==> src/rtl/alu_issue_stage.sv <==
// rtl/alu_issue_stage.sv - queues ALU requests, holds operands stable for SETTLE edges, captures the result
module alu_issue_stage #(
  parameter int DEPTH  = 4,
  parameter int SETTLE = 4
) (
  input  logic        clk,
  input  logic        rst_n,
  input  logic        in_valid,
  output logic        in_ready,
  input  logic [31:0] in_a,
  input  logic [31:0] in_b,
  input  logic [2:0]  in_cmd,
  output logic [31:0] alu_a,
  output logic [31:0] alu_b,
  output logic [2:0]  alu_cmd,
  input  logic [31:0] alu_result,
  input  logic        alu_carryout,
  input  logic        alu_zero,
  input  logic        alu_overflow,
  output logic        out_valid,
  input  logic        out_ready,
  output logic [31:0] out_result,
  output logic        out_carryout,
  output logic        out_zero,
  output logic        out_overflow,
  output logic [2:0]  out_cmd,
  output logic        busy
);

  localparam int AW = $clog2(DEPTH);
  localparam int CW = $clog2(SETTLE + 1);

  typedef enum logic [1:0] {S_IDLE, S_SETTLE, S_HOLD} state_t;

  state_t          state;
  logic [CW-1:0]   cnt;
  logic [66:0]     mem [DEPTH];
  logic [AW-1:0]   wr_ptr;
  logic [AW-1:0]   rd_ptr;
  logic [AW:0]     count;
  logic            push;
  logic            pop;
  logic [66:0]     head;

  assign in_ready = (count < (AW+1)'(DEPTH));
  assign push     = in_valid && in_ready;
  // Pop uses the registered count, so a same-edge push can never be bypassed.
  assign pop      = (state == S_IDLE) && (count != '0);
  assign head     = mem[rd_ptr];
  assign busy     = (state != S_IDLE) || (count != '0);

  always_ff @(posedge clk) begin
    if (push) mem[wr_ptr] <= {in_a, in_b, in_cmd};
  end

  always_ff @(posedge clk or negedge rst_n) begin
    if (!rst_n) begin
      wr_ptr <= '0;
      rd_ptr <= '0;
      count  <= '0;
    end else begin
      if (push) wr_ptr <= wr_ptr + AW'(1);
      if (pop)  rd_ptr <= rd_ptr + AW'(1);
      case ({push, pop})
        2'b10:   count <= count + (AW+1)'(1);
        2'b01:   count <= count - (AW+1)'(1);
        default: count <= count;
      endcase
    end
  end

  always_ff @(posedge clk or negedge rst_n) begin
    if (!rst_n) begin
      state        <= S_IDLE;
      cnt          <= '0;
      alu_a        <= '0;
      alu_b        <= '0;
      alu_cmd      <= '0;
      out_valid    <= 1'b0;
      out_result   <= '0;
      out_carryout <= 1'b0;
      out_zero     <= 1'b0;
      out_overflow <= 1'b0;
      out_cmd      <= '0;
    end else begin
      case (state)
        S_IDLE: begin
          if (pop) begin
            {alu_a, alu_b, alu_cmd} <= head;
            cnt   <= CW'(SETTLE);
            state <= S_SETTLE;
          end
        end
        S_SETTLE: begin
          cnt <= cnt - CW'(1);
          // Capture on the last settling edge; operands stay put until the next pop.
          if (cnt == CW'(1)) begin
            out_result   <= alu_result;
            out_carryout <= alu_carryout;
            out_zero     <= alu_zero;
            out_overflow <= alu_overflow;
            out_cmd      <= alu_cmd;
            out_valid    <= 1'b1;
            state        <= S_HOLD;
          end
        end
        S_HOLD: begin
          if (out_ready) begin
            out_valid <= 1'b0;
            state     <= S_IDLE;
          end
        end
        default: state <= S_IDLE;
      endcase
    end
  end

endmodule

==> config.mk <==
export PLATFORM = sky130hd
export DESIGN_NAME = alu_issue_stage
export DESIGN_NICKNAME = d
export VERILOG_FILES = /design/src/rtl/alu_issue_stage.sv
export SDC_FILE = /design/constraint.sdc
export NUM_CORES = 1
export LEC_CHECK = 0
export CAP_MARGIN = 20
export CORE_UTILIZATION = 52
export CTS_CLUSTER_DIAMETER = 100
export DETAILED_ROUTE_END_ITERATION = 7
export PLACE_DENSITY = 0.77
export SYNTH_ARGS = -nofsm -noshare
export SYNTH_HDL_FRONTEND = slang
export SYNTH_SLANG_ARGS = --single-unit
==> constraint.sdc <==
create_clock -name clk -period 6.35 [get_ports clk]
set_input_delay 0.9525 -clock clk [delete_from_list [all_inputs] [get_ports clk]]
set_output_delay 0.9525 -clock clk [all_outputs]
set_load 0.03 [all_outputs]
Word level (Yosys, flattened, before mapping)
Memory sizes are Yosys's and may differ from the RTL's. A register that Yosys moved wholly into a read port is not among the register bits.
Index checks and enable logic that the tools add are counted.
Cells by class
  reduce and logical (&&, ||, !) cells: 15
  bitwise operators: 0
  shifts and indexed selects: 0
  add/sub/neg operators: 5
  muxes and demuxes: 12
  div/mod/pow operators: 0
  $lt $le $gt $ge: 1
  equality and inequality tests: 8
  multiply operators: 0
Operators by type and width (count)
  3-bit case mux with 2 select lines: 2
  2-bit nonzero test: 4
  2-bit two-way mux: 3
  2-bit inequality test (second input constant): 3
  2-bit case mux with 3 select lines: 1
  2-bit AND reduction: 3
  3-bit AND reduction: 2
  3-bit by 1-bit subtractor with 3-bit output (second input constant): 2
  2-bit by 1-bit adder with 2-bit output (second input constant): 2
  2-bit by 1-bit == test with 1-bit output (second input constant): 2
  2-bit == test (second input constant): 2
  1-bit two-way mux: 4
  3-bit by 1-bit adder with 3-bit output (second input constant): 1
  3-bit by 1-bit == test with 1-bit output (second input constant): 1
  3-bit < comparator (second input constant): 1
  3-bit two-way mux: 1
  3-bit nonzero test: 1
  1-bit logical AND: 2
  2-bit logical NOT: 1
  1-bit case mux with 2 select lines: 1
  1-bit logical NOT: 1
  1-bit logical OR: 1
Storage, ports and cells
  register bits after elaboration: 51
  memory bits (read-only): 0
  bits in latches: 0
  memories kept: 1
  RAM bits: 268
  input bits: 106
  output and inout port bits: 108
  logic and storage cells: 53
Memories
  mem: depth 4, bits a word 67, read ports 1, clocked after memory_dff 1, wr ports 1, RTL line 37  | logic [66:0] mem [DEPTH];

Depth between registers and ports, before layout
Gate-level depths: netlist of the first run.
  depth after elaboration: 4
  mapped depth: 10
  mapped depth without buffers: 9

Worst setup path before layout of the first run
No wires, ideal clock.
  path type: input to register
  start: input port in_valid
  end: memory mem[0][0], enable pin
  arrival: 2.896 ns
  buffers on the path: 1
  stages on the path: 3
  slack: 3.022 ns
  data required time: 5.918 ns
  library setup time: 0.432 ns
  cell sequence: nor2b_1 > clkbuf_1 > and2_1
On the way
  cells in the longest elaborated chain, start to end: 3
RTL lines
  start, declared: RTL line 8  | input logic in_valid,
  1-bit logical AND: RTL line 46  | assign push = in_valid && in_ready;
  1-bit two-way mux: RTL line 53  | if (push) mem[wr_ptr] <= {in_a, in_b, in_cmd};
  1-bit two-way mux (not written as such): RTL line 53
  end, declared: RTL line 37
Every way passes these cells.

Worst setup path after layout of the first run
  start: register state[1]
  end: output port busy
On the way
  cells in the longest elaborated chain, start to end: 2
RTL lines
  start, declared: RTL line 35  | state_t state;
  start signal, assigned: RTL line 74  | state <= S_IDLE;
  start signal, assigned: RTL line 91  | state <= S_SETTLE;
  start signal, assigned: RTL line 104  | state <= S_HOLD;
  2-bit nonzero test: RTL line 50  | assign busy = (state != S_IDLE) || (count != '0);
  1-bit logical OR: RTL line 50
  end, declared: RTL line 27  | output logic busy
Every way passes these cells.

==> flow_results.org, run 1 <==
** CTS
- Post-CTS Setup Repair Bufs :: 0
- After clock tree synthesis, the flow added hold-fix buffers numbering 0.
- Number of clock sinks seen by CTS :: 386
- CTS resizes :: 0
- H-Tree Level Count :: 2
- CTS tree :: built
- Clock latency of the later-clocked register in the worst-skew pair :: 0.53 ns
- CTS Root Buffer Type :: clkbuf_16
- Clk pin slew, worst setup/hold paths :: 0.06 ns
- In this run, CTS created clock tree buffers numbering 39.
- Buffer levels on the longest clock path :: 3

** Global route
- Wire length of the first global-routing pass :: 39700 µm
- GRT Util Overall :: 18.6%
- Entering global routing, the biggest net connects 70 pins.
- Number of global-route vias before repair :: 7062
- The total overflow left after global routing is 0.
- Initial antenna violation count :: 0

** Power and ir drop
- Overall power consumption after layout is estimated at 0.00925 W.
- In this run the power spent charging and discharging nets is 0.00287 W.
- Cell internal power was estimated by the tool at 0.00639 W.
- In this run the power density over the cells is 513 nW/µm².
- Net switching is 31.0% of the power.
- Summed over all cells, the static leakage comes to 6.38 nW.
- Clock group share of total power :: 25.2%
- Part of the total power dissipated in combinational logic :: 34.0%
- Sequential share of power :: 40.8%
- IR Drop Worst-Case VDD :: 0.000317 V

** Placement
- In this run the tool buffered the top-level ports with 213 buffer cells.
- Placed wire-length estimate :: 15100 µm
- Routability-driven placement finished with a final weighted congestion of 0.680.

** Timing
- Setup clock skew after layout :: 0.0196 ns
- Transition at the pin with the smallest max-transition slack :: 1.08 ns
- Min Tclk post-route :: 2.78 ns
- Setup TNS :: 0 ns
- Max-slew headroom at the worst pin :: 28.1%
- Based on the critical path, the design can be clocked at up to 359 MHz.
- Max Transition Viols Final :: 0
- Setup violators final :: 0
- The final-report hold violation count came to 0.
- Setup repair after global routing missed its margin :: no
- The worst path uses 43.8% of the clock period.

** Floorplanning
- The die is 168 µm tall.
- CORE AREA :: 27000 µm²
- Floorplan die area :: 28100 µm²
- 214 I/O pins were placed.
- The floorplan has 60 rows.
- The floorplan step set the die width to 168 µm.
- Initial core utilization :: 52.9%

** Logic synthesis
- Fraction of synthesized cell area taken by the top area cell type :: 56.4%
- Yosys instantiated no cell more often than edfxtp_1.
- Register area share after synthesis :: 77.1%
- Summed instance area of the synthesized netlist :: 14300 µm²
- Mean instance size in the synthesized netlist :: 22.2 µm²
- Synthesis inferred 386 register bits.
- Largest cells by area after synthesis :: edfxtp_1, dfrtp_1, mux4_2
- Library cell occupying the most area in the post-synthesis netlist :: edfxtp_1
- In this run, synthesis inferred 268 flip-flops with an integrated enable.
- Counting every instance in the synthesized netlist gives 642.
- Most instantiated cells after synthesis :: edfxtp_1, dfrtp_1, mux2_2, mux4_2, buf_2
- Yosys printed 0 warnings.
- Unique masters post-synth :: 31
- When the netlist entered floorplanning its net count stood at 756.
- Top_reg_cell synth :: edfxtp_1
- Fraction of registers with async set or reset after synthesis :: 30.6%

** Detailed routing
- Number of DRC markers in iteration 0 :: 292
- Final ANT Viol Nets :: 0
- Dividing the detail-routed wire length by the instance count gives 20.6 µm.
- Routed via count :: 6711
- DRC violation count after routing :: 0
- Routed wire length :: 25600 µm
- Number of vias per cell after detailed routing :: 5.39
- DR pass1 iterations :: 5

** Finish
- Fraction of layout cells with a size suffix above 1 :: 26.6%
- Final net count :: 985
- Sequential standard cell area :: 11000 µm²
- Fill cells in the final layout number 1735.
- The multi-input combinational cells in the finished layout cover a total of 3080 µm².
- Relative to the synthesized area, the layout overhead comes to 26.4%.

** Critical path
- Slowest stage cell, crit path :: clkdlybuf4s50_1
- Worst setup SP type :: register
- The worst register-to-register path ends at alu_b[10].
- The worst setup path is of the reg2out kind.
- Critical path peak fanout :: 5
- CP cell instances :: nor2_1 -> nand2_1 -> clkdlybuf4s50_1
- Maximum single-stage delay on the critical path :: 0.61 ns
- Worst setup endpoint :: busy
- Worst endpoint required time :: 5.40 ns
- Arrival time worst endpoint :: 1.83 ns
- The startpoint identified for the worst register-to-register timing path is rd_ptr[0].
- Setup slack, reg-to-reg :: 3.75 ns
- Critical Path Source :: state[1]
- Number of cell instances on the worst register-to-register path :: 3
- STA classifies the critical path endpoint as an output port.

** Min path
- The tightest min-delay check is of the in2async type.

** Status
- The run finished with clean final reports.

** Flow run
- Max-cap violations in this run came to 0.
[sequential cells by signal, summed over array words and instances (netlist names)]
register and count:
out_cmd 3, mem 268, state 2, cnt 3, rd_ptr 2, alu_b 32
out_zero 1, out_overflow 1, wr_ptr 2, out_result 32, out_carryout 1, alu_a 32
out_valid 1, alu_cmd 3, count 3
[cells by family after synthesis]
family / after synthesis / share of synthesized area, %
muxes: 172 / 19.1
AOI/OAI and AO/OA: 6 / 0.237
buffers and inverters: 38 / 1.45
xor gates and xnor gates: 7 / 0.430
DFF: 386 / 77.1
adders and majority gates: 8 / 0.754
and+or+nand+nor: 25 / 0.965
[routing by layer]
layer | wire length, µm | GRT usage, % | vias up | part of all wire, %
met5 | 0 | 0 | - | 0
met4 | 485 | 5.62 | 0 | 1.9
met3 | 1420 | 3.59 | 42 | 5.5
met2 | 13000 | 31.4 | 222 | 51
met1 | 10700 | 24.7 | 3443 | 42
li1 | - | - | 3004 | -
[layout make-up]
class / instances / share of cell area, %
repair buffers: 216 / 12.0
flip-flops and latches: 386 / 61.0
inverters: 10 / 0.215
clock buffers: 52 / 5.90
multi-input cells: 218 / 17.1
diodes: 1 / 0.0139
clock inverters: 20 / 1.46
well taps: 341 / 2.37
[power by group through the flow]
| stage | clock (W) | combinational (W) | sequential (W) |
|---|---|---|---|
| floorplan | 0 | 0.00153 | 0.00432 |
| global placement | 0 | 0.00314 | 0.00382 |
| detailed placement | 0 | 0.00317 | 0.00384 |
| CTS | 0.00239 | 0.00320 | 0.00380 |
| global route | 0.00248 | 0.00333 | 0.00386 |
| finish | 0.00234 | 0.00314 | 0.00377 |
[worst max-delay path, delay by kind of cell (launching register included)]
kind | cells | cell delay, ns
buffers and inverters | 1 | 0.61
and+or+nand+nor | 2 | 0.30
DFF | 1 | 0.41
[cells in the final DEF, fill, tap and decap left out, types with 5 or more instances in the layout]
| master | instances |
|---|---|
| clkbuf_16 | 39 |
| bufinv_16 | 6 |
| xnor2_1 | 5 |
| mux2_4 | 8 |
| mux2_2 | 92 |
| clkdlybuf4s50_1 | 212 |
| clkinv_2 | 7 |
| mux2_1 | 5 |
| clkbuf_1 | 9 |
| edfxtp_1 | 268 |
| inv_1 | 9 |
| nand2_1 | 6 |
| dfrtp_1 | 116 |
| mux4_2 | 67 |
| ha_1 | 7 |
[worst min-delay path by stage]
stage,startpoint,end,slack [ns],cells past startpoint
finish,rst_n,alu_b[20],0.43,1
global placement,out_valid,out_valid,0.46,1
global route,rst_n,out_cmd[1],0.47,1
CTS,rst_n,out_cmd[1],0.44,1
floorplan,count[0],count[0],0.48,1
detailed placement,out_valid,out_valid,0.47,1
[stage by stage]
| step | instances | worst slack [ns] | instance area [µm²] | utilization, % | hold slack, ns |
|---|---|---|---|---|---|
| 2_1_floorplan | 642 | 3.02 | 14300 | - | 0.483 |
| 3_3_place_gp | 1171 | 3.11 | 16700 | 62.0 | 0.461 |
| 3_5_place_dp | 1171 | 3.09 | 16700 | 62.0 | 0.468 |
| 4_1_cts | 1243 | 3.53 | 18000 | 66.9 | 0.437 |
| 5_1_grt | 1243 | 3.47 | 18000 | 66.9 | 0.468 |
| 6_report | 1244 | 3.57 | 18000 | 66.9 | 0.428 |
(Power assumes the default switching activity.)
==> run 2: changes to the inputs <==
Settings changed: CORE_UTILIZATION 52 to 49, PLACE_DENSITY 0.77 to 0.76.
Clock period 6.35 ns to 2.4 ns, I/O delays scaled along.
==> run 2 against run 1 <==
Count of clock-buffer cells in the layout decreased by 1. Via count increased by 2.8%. Register-to-register slack got worse by 3.3 ns. Clock power increased by 140%. Highest routed layer unchanged.
==> flow_results.org, run 2 (synthesis gave the netlist of run 1 again) <==
** Status
- Result of the run: complete, no violations (unchanged).

** Detailed routing
- Routed via count :: 6902 (was 6711)
- DRC violation count after routing :: 0 (unchanged)
- Routed wire length :: 27200 µm (was 25600 µm)
- The number of nets with antenna violations after routing came to 0 (unchanged).
- Number of vias per cell after detailed routing :: 5.29 (was 5.39)
- Number of DRC markers in iteration 0 :: 409 (was 292)
- DR pass1 iterations :: 4 (was 5)
- Average detailed-routed wire length per instance :: 20.8 µm (was 20.6 µm)

** CTS
- The clock net sink count was 386 (unchanged).
- The clock edge transition at the registers on the reported setup and hold paths was 0.06 ns (about the same).
- The clock tree root buffer cell is clkbuf_16 (unchanged).
- The deepest level of the CTS H-tree is 2 (unchanged).
- The CTS buffer count is 39 (unchanged).
- Post-CTS Setup Repair Bufs :: 0 (unchanged)
- Clock latency of the later-clocked register in the worst-skew pair :: 0.52 ns (was 0.53 ns)
- The clock tree from TritonCTS was built (unchanged).
- The maximum buffer depth of the clock tree came to 3 (unchanged).

** Timing
- After layout, the minimum clock period comes to 2.22 ns.
- Timing would allow up to 451 MHz.
- The final-report hold violation count came to 0 (unchanged).
- Final worst setup slack :: 0.183 ns (was 3.57 ns)
- Of the available clock period, the critical path in the final layout requires 92.4%.
- The transition at the pin with the smallest max-transition slack was 0.509 ns (was 1.08 ns).
- Setup repair after global routing missed its margin :: no (unchanged)
- Max Transition Viols Final :: 0 (unchanged)
- The max-slew headroom at the worst pin was 66.1% (was 28.1%).
- Worst hold slack :: 0.290 ns (was 0.428 ns)
- Setup TNS :: 0 ns (unchanged)
- The worst clock skew was 0.0178 ns (was 0.0196 ns).
- The final count of negative-setup-slack endpoints is 0 (unchanged).

** Critical path
- Arrival time worst endpoint :: 1.86 ns (was 1.83 ns)
- Critical path peak fanout :: 5 (unchanged)
- The startpoint-to-endpoint class of the critical path is reg2out (unchanged).
- The category of the worst setup path capture point is an output port (unchanged).
- The required time of the critical path came to 2.04 ns (was 5.40 ns).
- Worst setup SP type :: register (unchanged)

** Global route
- Initial antenna violation count :: 0 (unchanged)
- The sum of overflow across all layers after global routing was 0 (unchanged).
- Number of global-route vias before repair :: 7444 (was 7062)
- GRT Util Overall :: 18.9% (was 18.6%)
- Pin count of the biggest net entering global routing :: 70 (unchanged)
- The wire length of the first global-routing pass is 43200 µm (was 39700 µm).

** Finish
- Layout Utilization :: 63.7% (was 66.9%)
- Commonest cells after routing, fill and taps aside: edfxtp_1, clkdlybuf4s50_1, dfrtp_1 (unchanged).
- The area growth from synthesis to layout was 28.2% (was 26.4%).
- The flip-flop count of the largest register after layout came to 268 (unchanged).
- Final net count :: 1003 (was 985)
- The commonest non-fill, non-tap cell in the layout was edfxtp_1 (unchanged).
- Top register by number of flip-flops :: mem (unchanged)
- Fraction of layout cells with a size suffix above 1 :: 27.8% (was 26.6%)

** Floorplanning
- The total I/O pin count was 214 (unchanged).
- The initial cell density of the core came to 49.7% (was 52.9%).
- Row count :: 62 (was 60)
- CORE AREA :: 28700 µm² (was 27000 µm²)
- The die outline area was 29800 µm² (was 28100 µm²).
- Vert. Die Dim :: 173 µm (was 168 µm)
- DIE WIDTH :: 173 µm (was 168 µm)

** Min path
- The class of the worst hold path was in2async (unchanged).

** Placement
- Placed wire-length estimate :: 17100 µm (was 15100 µm)
- Final estimated routing congestion in global placement :: 0.726 (was 0.680)
- Input/output buffers :: 213 (unchanged)
- Worst slack, placed :: 0.286 ns (was 3.09 ns)

** Power and ir drop
- Pwr dens :: 1330 nW/µm² (was 513 nW/µm²)
- Power Total :: 0.0243 W (was 0.00925 W)
- IR Drop Worst-Case VDD :: 0.000867 V (was 0.000317 V)
- The leakage power came to 6.48 nW (was 6.38 nW).

** Flow run
- Max cap viols :: 0 (unchanged)
[run 2: final timing paths]
path / startpoint / slack (ns) / to / depth (start not counted)
setup reg to reg: count[1] / 0.44 / count[1] / 7
setup / recovery: state[1] / 0.18 / busy / 3
max in group asynchronous: rst_n / 1.39 / alu_a[10] / 3
hold reg to reg: out_valid / 0.48 / out_valid / 1
min in group clk: alu_result[12] / 0.46 / out_result[12] / 2
hold / removal: rst_n / 0.29 / alu_b[8] / 2
[run 2: power breakdown]
part | internal (W) | switching, W
sequential | 0.00889 | 0.000826
combinational | 0.00445 | 0.00448
clock | 0.00329 | 0.00240
total | 0.0166 | 0.00771
[run 2: what timing repair did]
item,CTS,global route
hold buffers,1,0
gates resized for setup,0,0
hold endpoints to repair,26,0
[run 2: per-layer routing]
metal / vias up / share of wire (%) / wire length (µm) / track usage (%)
li1: 3047 / - / - / -
met1: 3579 / 42 / 11500 / 25.3
met2: 237 / 49 / 13400 / 31.5
met3: 39 / 6.7 / 1810 / 4.40
met4: 0 / 1.7 / 473 / 4.46
met5: - / 0 / 0 / 0
[run 2: layout make-up]
class                           count  area, µm²
Clock buffer                       51       1080
Antenna cell                        1       2.50
Multi-Input combinational cell    218       3080
Tap cell                          384        480
Sequential cell                   386      11000
Timing Repair Buffer              234       2470
Fill cell                        1959      10400
Clock inverter                     21        136
Inverter                           10       38.8
[run 2: worst max-delay path, stage by stage, from the launching register on]
cell and delay, ns:
dfrtp_1 0.41, nor2_1 0.22, nand2_1 0.12, clkdlybuf4s50_1 0.60
[run 2: stage by stage]
step / area, µm² / cells
finish: 18300 / 1305
global route: 18300 / 1304
CTS: 18300 / 1304
detailed placement: 17100 / 1231
global placement: 17100 / 1231
floorplan: 14300 / 642
==> RTL edit (flow settings as in run 1) <==
Encoding of `state_t`: now one-hot (3 bits for 3 states).
--- a/src/rtl/alu_issue_stage.sv
+++ b/src/rtl/alu_issue_stage.sv
@@ -30,7 +30,7 @@
   localparam int AW = $clog2(DEPTH);
   localparam int CW = $clog2(SETTLE + 1);
 
-  typedef enum logic [1:0] {S_IDLE, S_SETTLE, S_HOLD} state_t;
+  typedef enum logic [2:0] {S_IDLE = 3'b001, S_SETTLE = 3'b010, S_HOLD = 3'b100} state_t;
 
   state_t          state;
   logic [CW-1:0]   cnt;
Formal check against the unedited RTL: same outputs for any inputs over 4 cycles, from zero or initial values and one cycle with rst_n low; so few cycles prove little.
==> RTL edit against run 1 <==
Utilization increased by 0.16 points. Largest cell class unchanged. Register-to-register slack got worse by 250 ps. Setup slack worse by 340 ps. Synthesized area grew 1.3%. Sequential share of layout area down 0.33 points. Sequential cell count up 1. Routed wire length is 3.0% higher. Design area rose by 0.79%. Power fell by 0.81%. Final cell count rose by 3.3%. Highest routed layer is now met5.
==> RTL edit: results (changes against run 1) <==
Setup path
  – R2r setup slk: 3500 ps (was 3750 ps)
  – Reg-to-reg endpoint: count[2] (was alu_b[10])
  – R2R cell count: 9 (was 3)

Cells and area
  – Number of flip-flops in the largest register: 268 (unchanged)
  – Layout cells sized above 1: 0.222 (was 0.266)
  – Largest Register: mem (unchanged)
  – Filler cells: 1779 (was 1735)
  – Final Net Count: 995 (was 985)
  – Final Non-Filler Cells: 1285 (was 1244)

STA
  – Max_slew headroom: 0.304 (was 0.281)
  – Worst hold slack: 389 ps (was 428 ps)
  – Clock Skew: 12.8 ps (was 19.6 ps)

Drt
  – Highest Signal Layer: met5 (was met4)
  – WL met1: 10900 µm (was 10700 µm)
  – Post-Route WL: 26400 µm (was 25600 µm)
  – Met2 routed WL: 13100 µm (was 13000 µm)
  – Met3 wire len: 2010 µm (was 1420 µm)
  – DR vias/cell: 5.34 (was 5.39)
  – Number of DRC markers in iteration 0: 391 (was 292)

Synth
  – Top post-synthesis cells by area: edfxtp_1, dfrtp_1, mux4_2 (unchanged)
  – Syn_area_per_cell: 22.1 µm² (was 22.2 µm²)
  – Syn nets: 769 (was 756)
  – FFs w/ async S/R, synth: 0.307 (was 0.306)
  – Sequential area share after synthesis: 0.763 (was 0.771)
  – Synth top cells by count: edfxtp_1, dfrtp_1, mux2_2 (unchanged)
  – Synth unique cells: 37 (was 31)

Global route
  – Routing usage on met3: 0.0556 (was 0.0359)
  – Largest net degree at the start of global routing: 71 (was 70)
  – Met2 Usage GRT: 0.325 (was 0.314)
  – M1 GR Usage: 0.242 (was 0.247)
  – Vias in the first global route: 7406 (was 7062)
  – Initial antenna violation count: 2 (was 0)
  – All-layer global routing usage: 0.191 (was 0.186)

Power and ir drop
  – VDD IR-drop max: 0.000349 V (was 0.000317 V)
  – LEAKAGE: 6.49 nW (was 6.38 nW)
  – Switch share: 0.313 (was 0.310)

CTS
  – Total CTS buffers: 38 (was 39)
  – Worst skew pair latency: 510 ps (was 530 ps)

Placement
  – Cells after DPL: 1213 (was 1171)
  – Routability cong.: 0.729 (was 0.680)
  – Hpwl dp: 15600 µm (was 15100 µm)

Run status
  – Status: completed (unchanged)
-- RTL edit: cells by family after synthesis --
kind of cell               count (synthesis)  synth area share
AOI/OAI and AO/OA                         14           0.00606
xor gates and xnor gates                   6           0.00364
adders and majority gates                  8           0.00744
buffers and inverters                     43            0.0178
DFF                                      387             0.763
muxes                                    172             0.192
and+or+nand+nor                           25            0.0103
-- RTL edit: layout make-up --
type / count / area [µm²] / area share
Multi-Input combinational cell: 225 / 3190 / 0.175
Clock inverter: 15 / 158 / 0.00867
Clock buffer: 55 / 1130 / 0.0621
Antenna cell: 2 / 5.00 / 0.000275
Tap cell: 372 / 465 / 0.0256
Sequential cell: 387 / 11000 / 0.607
Inverter: 13 / 48.8 / 0.00268
Timing Repair Buffer: 216 / 2160 / 0.119
-- RTL edit: power by group through the flow --
stage | logic, W | clock network (W) | registers (W)
after global routing | 0.00331 | 0.00240 | 0.00391
final | 0.00310 | 0.00226 | 0.00382
after floorplan | 0.00153 | 0 | 0.00433
after detailed placement | 0.00313 | 0 | 0.00389
after global placement | 0.00310 | 0 | 0.00386
after CTS | 0.00315 | 0.00231 | 0.00385
-- RTL edit: worst max-delay path by stage --
stage,start,to,cells after the start
after detailed placement,in_valid,mem[2][21],3
final,count[1],busy,3
after floorplan,in_valid,mem[0][0],3
after global routing,count[1],busy,3
after global placement,in_valid,mem[3][21],3
after CTS,count[1],busy,3
-- RTL edit: through the flow --
stage	cell area [µm²]	worst slack [ps]	power [W]
after floorplan	14500	3020	0.00587
after global placement	16900	3100	0.00696
after detailed placement	16900	3050	0.00702
after CTS	18200	3200	0.00930
after global routing	18200	3110	0.00962
final	18200	3230	0.00918
